## src/rtl/stage_3_pkg.sv

```systemverilog
// Shared definitions for the carry-resolution output stage: FSM states, the
// deferrable 0xFF word and default widths shared with the upstream stage.
package stage_3_pkg;

  localparam int DEF_OUT_WIDTH      = 8;
  localparam int DEF_PRECARRY_WIDTH = 9;
  localparam int DEF_RUN_WIDTH      = 16;

  localparam logic [8:0] BYTE_FF = 9'h0FF;

  typedef enum logic [2:0] {
    EMPTY,
    HOLD,
    EMIT_PEND,
    EMIT_RUN,
    FINISH
  } state_t;

endpackage

```

## src/rtl/stage_3.sv

```systemverilog
// Final encoder stage: holds one pending byte plus a run of deferred 0xFF bytes,
// resolves them once a carry decision arrives, and streams finished bytes out.
module stage_3
  import stage_3_pkg::*;
#(
  parameter int OUT_WIDTH      = DEF_OUT_WIDTH,
  parameter int PRECARRY_WIDTH = DEF_PRECARRY_WIDTH,
  parameter int RUN_WIDTH      = DEF_RUN_WIDTH
) (
  input  logic                      clk,
  input  logic                      reset,
  input  logic                      in_valid,
  output logic                      in_ready,
  input  logic [PRECARRY_WIDTH-1:0] in_data,
  input  logic                      in_last,
  output logic                      out_valid,
  input  logic                      out_ready,
  output logic [OUT_WIDTH-1:0]      out_byte,
  output logic                      done,
  output logic                      run_ovf
);

  localparam logic [RUN_WIDTH-1:0]      RUN_MAX = '1;
  localparam logic [RUN_WIDTH-1:0]      RUN_ONE = RUN_WIDTH'(1);
  localparam logic [PRECARRY_WIDTH-1:0] WORD_FF = PRECARRY_WIDTH'(BYTE_FF);

  state_t                r_state, w_state;
  logic [OUT_WIDTH-1:0]  r_pending, w_pending;
  logic [OUT_WIDTH-1:0]  r_outByte, w_outByte;
  logic [RUN_WIDTH-1:0]  r_run, w_run;
  logic                  r_carryQ, w_carryQ;
  logic                  r_outValid, w_outValid;
  logic                  r_done, w_done;
  logic                  r_runOvf, w_runOvf;
  logic                  r_flush, w_flush;
  logic                  r_final, w_final;

  logic                  w_accept;
  logic                  w_handshake;
  logic                  w_release;
  logic                  w_carry;
  logic [OUT_WIDTH-1:0]  w_byte;
  logic [OUT_WIDTH-1:0]  w_runByte;

  assign in_ready    = ((r_state == EMPTY) || (r_state == HOLD)) && !r_outValid;
  assign w_accept    = in_valid && in_ready;
  assign w_handshake = r_outValid && out_ready;
  assign w_carry     = in_data[PRECARRY_WIDTH-1];
  assign w_byte      = in_data[OUT_WIDTH-1:0];
  assign w_runByte   = r_carryQ ? '0 : '1;

  always_comb begin
    w_state    = r_state;
    w_pending  = r_pending;
    w_outByte  = r_outByte;
    w_run      = r_run;
    w_carryQ   = r_carryQ;
    w_outValid = r_outValid;
    w_done     = 1'b0;
    w_runOvf   = r_runOvf;
    w_flush    = r_flush;
    w_final    = r_final;
    w_release  = 1'b0;

    case (r_state)
      EMPTY: begin
        if (w_accept) begin
          w_pending = w_byte;
          w_state   = HOLD;
          if (in_last) begin
            w_outByte  = w_byte;
            w_outValid = 1'b1;
            w_carryQ   = 1'b0;
            w_flush    = 1'b1;
            w_final    = 1'b1;
            w_state    = EMIT_PEND;
          end
        end
      end
      HOLD: begin
        if (w_accept) begin
          if (in_data == WORD_FF) begin
            if (r_run == RUN_MAX) w_runOvf = 1'b1;
            else                  w_run    = r_run + 1'b1;
            // A final 0xFF word flushes pending plus the run with no carry.
            if (in_last) begin
              w_outByte  = r_pending;
              w_outValid = 1'b1;
              w_carryQ   = 1'b0;
              w_flush    = 1'b1;
              w_final    = 1'b1;
              w_state    = EMIT_PEND;
            end
          end else begin
            w_outByte  = r_pending + {{(OUT_WIDTH-1){1'b0}}, w_carry};
            w_carryQ   = w_carry;
            w_pending  = w_byte;
            w_outValid = 1'b1;
            w_flush    = in_last;
            w_final    = 1'b0;
            w_state    = EMIT_PEND;
          end
        end
      end
      EMIT_PEND: begin
        if (w_handshake) begin
          if (r_run != '0) begin
            w_outByte = w_runByte;
            w_state   = EMIT_RUN;
          end else begin
            w_release = 1'b1;
          end
        end
      end
      EMIT_RUN: begin
        if (w_handshake) begin
          w_run = r_run - 1'b1;
          if (r_run == RUN_ONE) w_release = 1'b1;
        end
      end
      FINISH:  w_state = EMPTY;
      default: w_state = EMPTY;
    endcase

    // End of a burst: either idle in HOLD, emit the flushed pending byte, or close the frame.
    if (w_release) begin
      if (!r_flush) begin
        w_outValid = 1'b0;
        w_state    = HOLD;
      end else if (!r_final) begin
        w_outByte = r_pending;
        w_carryQ  = 1'b0;
        w_final   = 1'b1;
        w_state   = EMIT_PEND;
      end else begin
        w_outValid = 1'b0;
        w_flush    = 1'b0;
        w_final    = 1'b0;
        w_pending  = '0;
        w_done     = 1'b1;
        w_state    = FINISH;
      end
    end
  end

  always_ff @(posedge clk or negedge reset) begin
    if (!reset) begin
      r_state    <= EMPTY;
      r_pending  <= '0;
      r_outByte  <= '0;
      r_run      <= '0;
      r_carryQ   <= 1'b0;
      r_outValid <= 1'b0;
      r_done     <= 1'b0;
      r_runOvf   <= 1'b0;
      r_flush    <= 1'b0;
      r_final    <= 1'b0;
    end else begin
      r_state    <= w_state;
      r_pending  <= w_pending;
      r_outByte  <= w_outByte;
      r_run      <= w_run;
      r_carryQ   <= w_carryQ;
      r_outValid <= w_outValid;
      r_done     <= w_done;
      r_runOvf   <= w_runOvf;
      r_flush    <= w_flush;
      r_final    <= w_final;
    end
  end

  assign out_valid = r_outValid;
  assign out_byte  = r_outByte;
  assign done      = r_done;
  assign run_ovf   = r_runOvf;

endmodule

```

## config.mk

```make
export PLATFORM = sky130hd
export DESIGN_NAME = stage_3
export DESIGN_NICKNAME = d
export VERILOG_FILES = /design/src/rtl/stage_3_pkg.sv /design/src/rtl/stage_3.sv
export SDC_FILE = /design/constraint.sdc
export NUM_CORES = 1
export LEC_CHECK = 0
export ABC_AREA = 1
export BUFFER_PORTS_ARGS = -buffer_cell sky130_fd_sc_hd__buf_2
export CAP_MARGIN = 20
export CORE_AREA = 5 5 96 98
export DETAILED_ROUTE_END_ITERATION = 10
export DIE_AREA = 0 0 101 103
export PLACE_DENSITY = 0.63
export SYNTH_ARGS = -nofsm -noshare
export SYNTH_HDL_FRONTEND = slang
export SYNTH_SLANG_ARGS = --single-unit
```

## constraint.sdc

```tcl
create_clock -name clk -period 3.2 [get_ports clk]
set_input_delay 0.32 -clock clk [delete_from_list [all_inputs] [get_ports clk]]
set_output_delay 0.32 -clock clk [all_outputs]
set_load 0.02 [all_outputs]
```

==> metrics.yaml <==
outcome: "completed"
rsz0062_at_grt: "no"
finalCriticalPeriod_ns: 2.18
yosysSeqAreaShare_pct: 28.2
p_seq_share_pct: 55.7
grt_pass1_vias: 3566
met3_usage_pct: 3.38
cts_buffers: 5
clock_latency_ns: 0.30
slew_violations: 0
synth.top_cell.area_share_pct: 28.2
cp.depth: 10
worst_setup_path_start_kind: "register"
skew_ns: 0.0122
grt_pass1_wl_um: 16600
vdd.ir_drop.worst_uv: 147
yosysMostFrequentCell: "nand2_1"
n_antenna_cell: 0
synth-edff-count: 0
vias: 3662
critical-path-max-stage-delay_ns: 0.41
syn_area_um2: 3640
crit_arrival_ns: 2.37
vias_per_cell: 5.19
area_delta_synth_final_pct: 8.11
gp_congestion: 0.843
finalHoldViolations: 0
initial_core_util_pct: 43.4
post-dp-hpwl_um: 7310
synth_ff_type: "dfrtp_1"
final_min_period_over_clock_period_pct: 68.2
htree_num_levels: 2
die-width_um: 101
p_switching_w: 0.000247
worstSetupEndpointType: "register"
synth_fp_nets: 598
root_buffer: "clkbuf_8"
synth.avg_cell_area_um2: 6.30
cts.path.max_buffers: 2
die_y_um: 103
min-delay-start: "in_data[0]"
drc_errors: 0
yosysWarnings: 0
fin_nets: 617
grt_overflow: 0
setup_viol: 0
grt_max_degree: 42
power.internal_w: 0.000697
row_count: 34
fmax_mhz: 458
finalSetupTns_ns: 0
antenna_found_initial: 0
r2r_setup_slack_ns: 1.02
wirelength_um: 9760
path_common_cell: "nand2_1"
synthTopCellsByCount: "nand2_1, nor2_1, inv_1"
cp_top_family: "simple AND/OR/NAND/NOR gates"
r2r_start: "r_state[2]"
dr.pass1.iters: 5
drt_iter0_markers: 191
cts.reportedPaths.clkPinSlew_ns: 0.09
synthCells: 578
grt_use_met1_pct: 23.2
ys_seq_elements: 41
track_usage_pct: 19.8
swShare_pct: 26.2
power.density_nw_per_um2: 240
max_slew_margin_pct: 55.8
design.core.area_um2: 8380
cts_tree: "built"
crit_required_ns: 3.38
cts.repair.resized: 0
grt-busiest-layer: "met2"
routedWlPerCell_um: 13.8
synth-async-reset-ratio_pct: 100
holdCritPathClass: "primary input to register"
cp_slowest_cell: "dfrtp_1"
yosysUniqueCellTypes: 38
netlist_top_cells_area: "dfrtp_1, nand2_1, nor2_1"
holdPathStages: 3
combPwrFrac_pct: 7.3
crit_type: "register to register"
worstPathMaxFanout: 25
layout-drive-gt1-share_pct: 13.5
io_buffers: 25
postRouteAntennaNets: 0
path_cells: "nor2_2, inv_2, nor2_4, inv_2, o21ai_2, nand3_4, inv_4, nand2_1, nand2_1, nand2_1"
dieArea_um2: 10400
numClockSinks: 41
io_pins: 26
r2r_end: "r_run[10]"
grt_util_met2_pct: 36.3
maxCapViolCount: 0
tightest_slew_ns: 0.658
synth_top_area_cell: "dfrtp_1"
holdPathEnd: "r_pending[0]"
cellLeakagePower_nw: 1.93
dp.cells: 696
clkPwrFrac_pct: 37.0
worst-path-buf-inv: 3
worstRegToRegCells: 10
stdcell_count: 706
==> final cells by class <==
| cell class | instances | area, µm² |
|---|---|---|
| Fill cell | 870 | 4440 |
| Clock inverter | 3 | 17.5 |
| Tap cell | 108 | 135 |
| Sequential cell | 41 | 1030 |
| Clock buffer | 5 | 68.8 |
| Timing Repair Buffer | 29 | 170 |
| Multi-Input combinational cell | 456 | 2280 |
| Inverter | 64 | 243 |
==> logic make-up (layout without fill, tap and decap cells) <==
group | Yosys count | in the layout | share of synthesized area [%]
AO/OA/AOI/OAI | 70 | 70 | 12.0
XOR/XNOR | 27 | 27 | 6.49
adder cells (fa/ha/maj) | 6 | 6 | 2.06
buffers and inverters | 81 | 101 | 9.31
flip-flops | 41 | 41 | 28.2
AND/OR/NAND/NOR | 353 | 353 | 42.0
==> per-stage QoR <==
stage | util [%] | total power [W] | setup slack (ns) | instance area, µm² | hold WS [ns]
after floorplan | - | 0.000570 | 1.43 | 3640 | 0.0244
after global placement | 45.6 | 0.000601 | 1.06 | 3820 | 0.480
after detailed placement | 45.6 | 0.000602 | 1.02 | 3820 | 0.481
after CTS | 46.6 | 0.000960 | 0.993 | 3910 | 0.224
after global routing | 47.0 | 0.000993 | 0.820 | 3940 | 0.276
final | 47.0 | 0.000944 | 1.02 | 3940 | 0.289
==> metal layers <==
metal,part of all wire [%],vias up
met5,0,-
li1,-,1857
met3,4.3,28
met1,43,1677
met4,2.7,0
met2,50,100
==> power by group through the flow <==
stage,Combinational (W),Sequential [W],Clock (W)
CTS,0.0000654,0.000526,0.000368
floorplan,0.0000344,0.000535,0
global route,0.0000781,0.000527,0.000388
detailed placement,0.0000652,0.000536,0
global placement,0.0000645,0.000537,0
finish,0.0000686,0.000526,0.000349
==> worst max path at each step <==
stage | end | start
after floorplan | r_run[13] | r_run[0]
after global placement | r_run[9] | r_state[2]
after detailed placement | r_run[10] | r_state[2]
after CTS | r_run[10] | r_state[2]
after global routing | r_run[9] | r_state[2]
final | r_run[10] | r_state[2]
==> repair_timing <==
item / in CTS / in global routing
hold buffers: 0 / 1
setup buffers: 0 / 0
hold endpoints to repair: 0 / 12
==> cells in the final DEF (no fill, tap or decap), types with 3 or more instances in the layout <==
cell type and n:
o211ai_1 9, dfrtp_1 41, nor2_2 4, inv_2 10
nand3_1 38, clkbuf_8 5, nor3_1 7, nor2_1 83
xnor2_1 3, nor2_4 3, o21ai_0 21, ha_1 6
nand2_2 6, nand4_1 4, buf_2 25, o21ai_1 5
a21oi_1 19, or2_1 5, xor2_1 24, nand2_1 193
inv_1 53, o21ai_2 10
==> registers in the layout (all words and copies together) (netlist names) <==
name / flops
r_state: 3
run_ovf: 1
done: 1
r_final: 1
out_valid: 1
r_pending: 8
r_run: 16
r_flush: 1
r_carryQ: 1
out_byte: 8
==> worst min-delay path, cell delays in order <==
cell	delay [ns]
buf_2	0.12
nand2_1	0.06
a21oi_1	0.05
(Power assumes the default switching activity.)
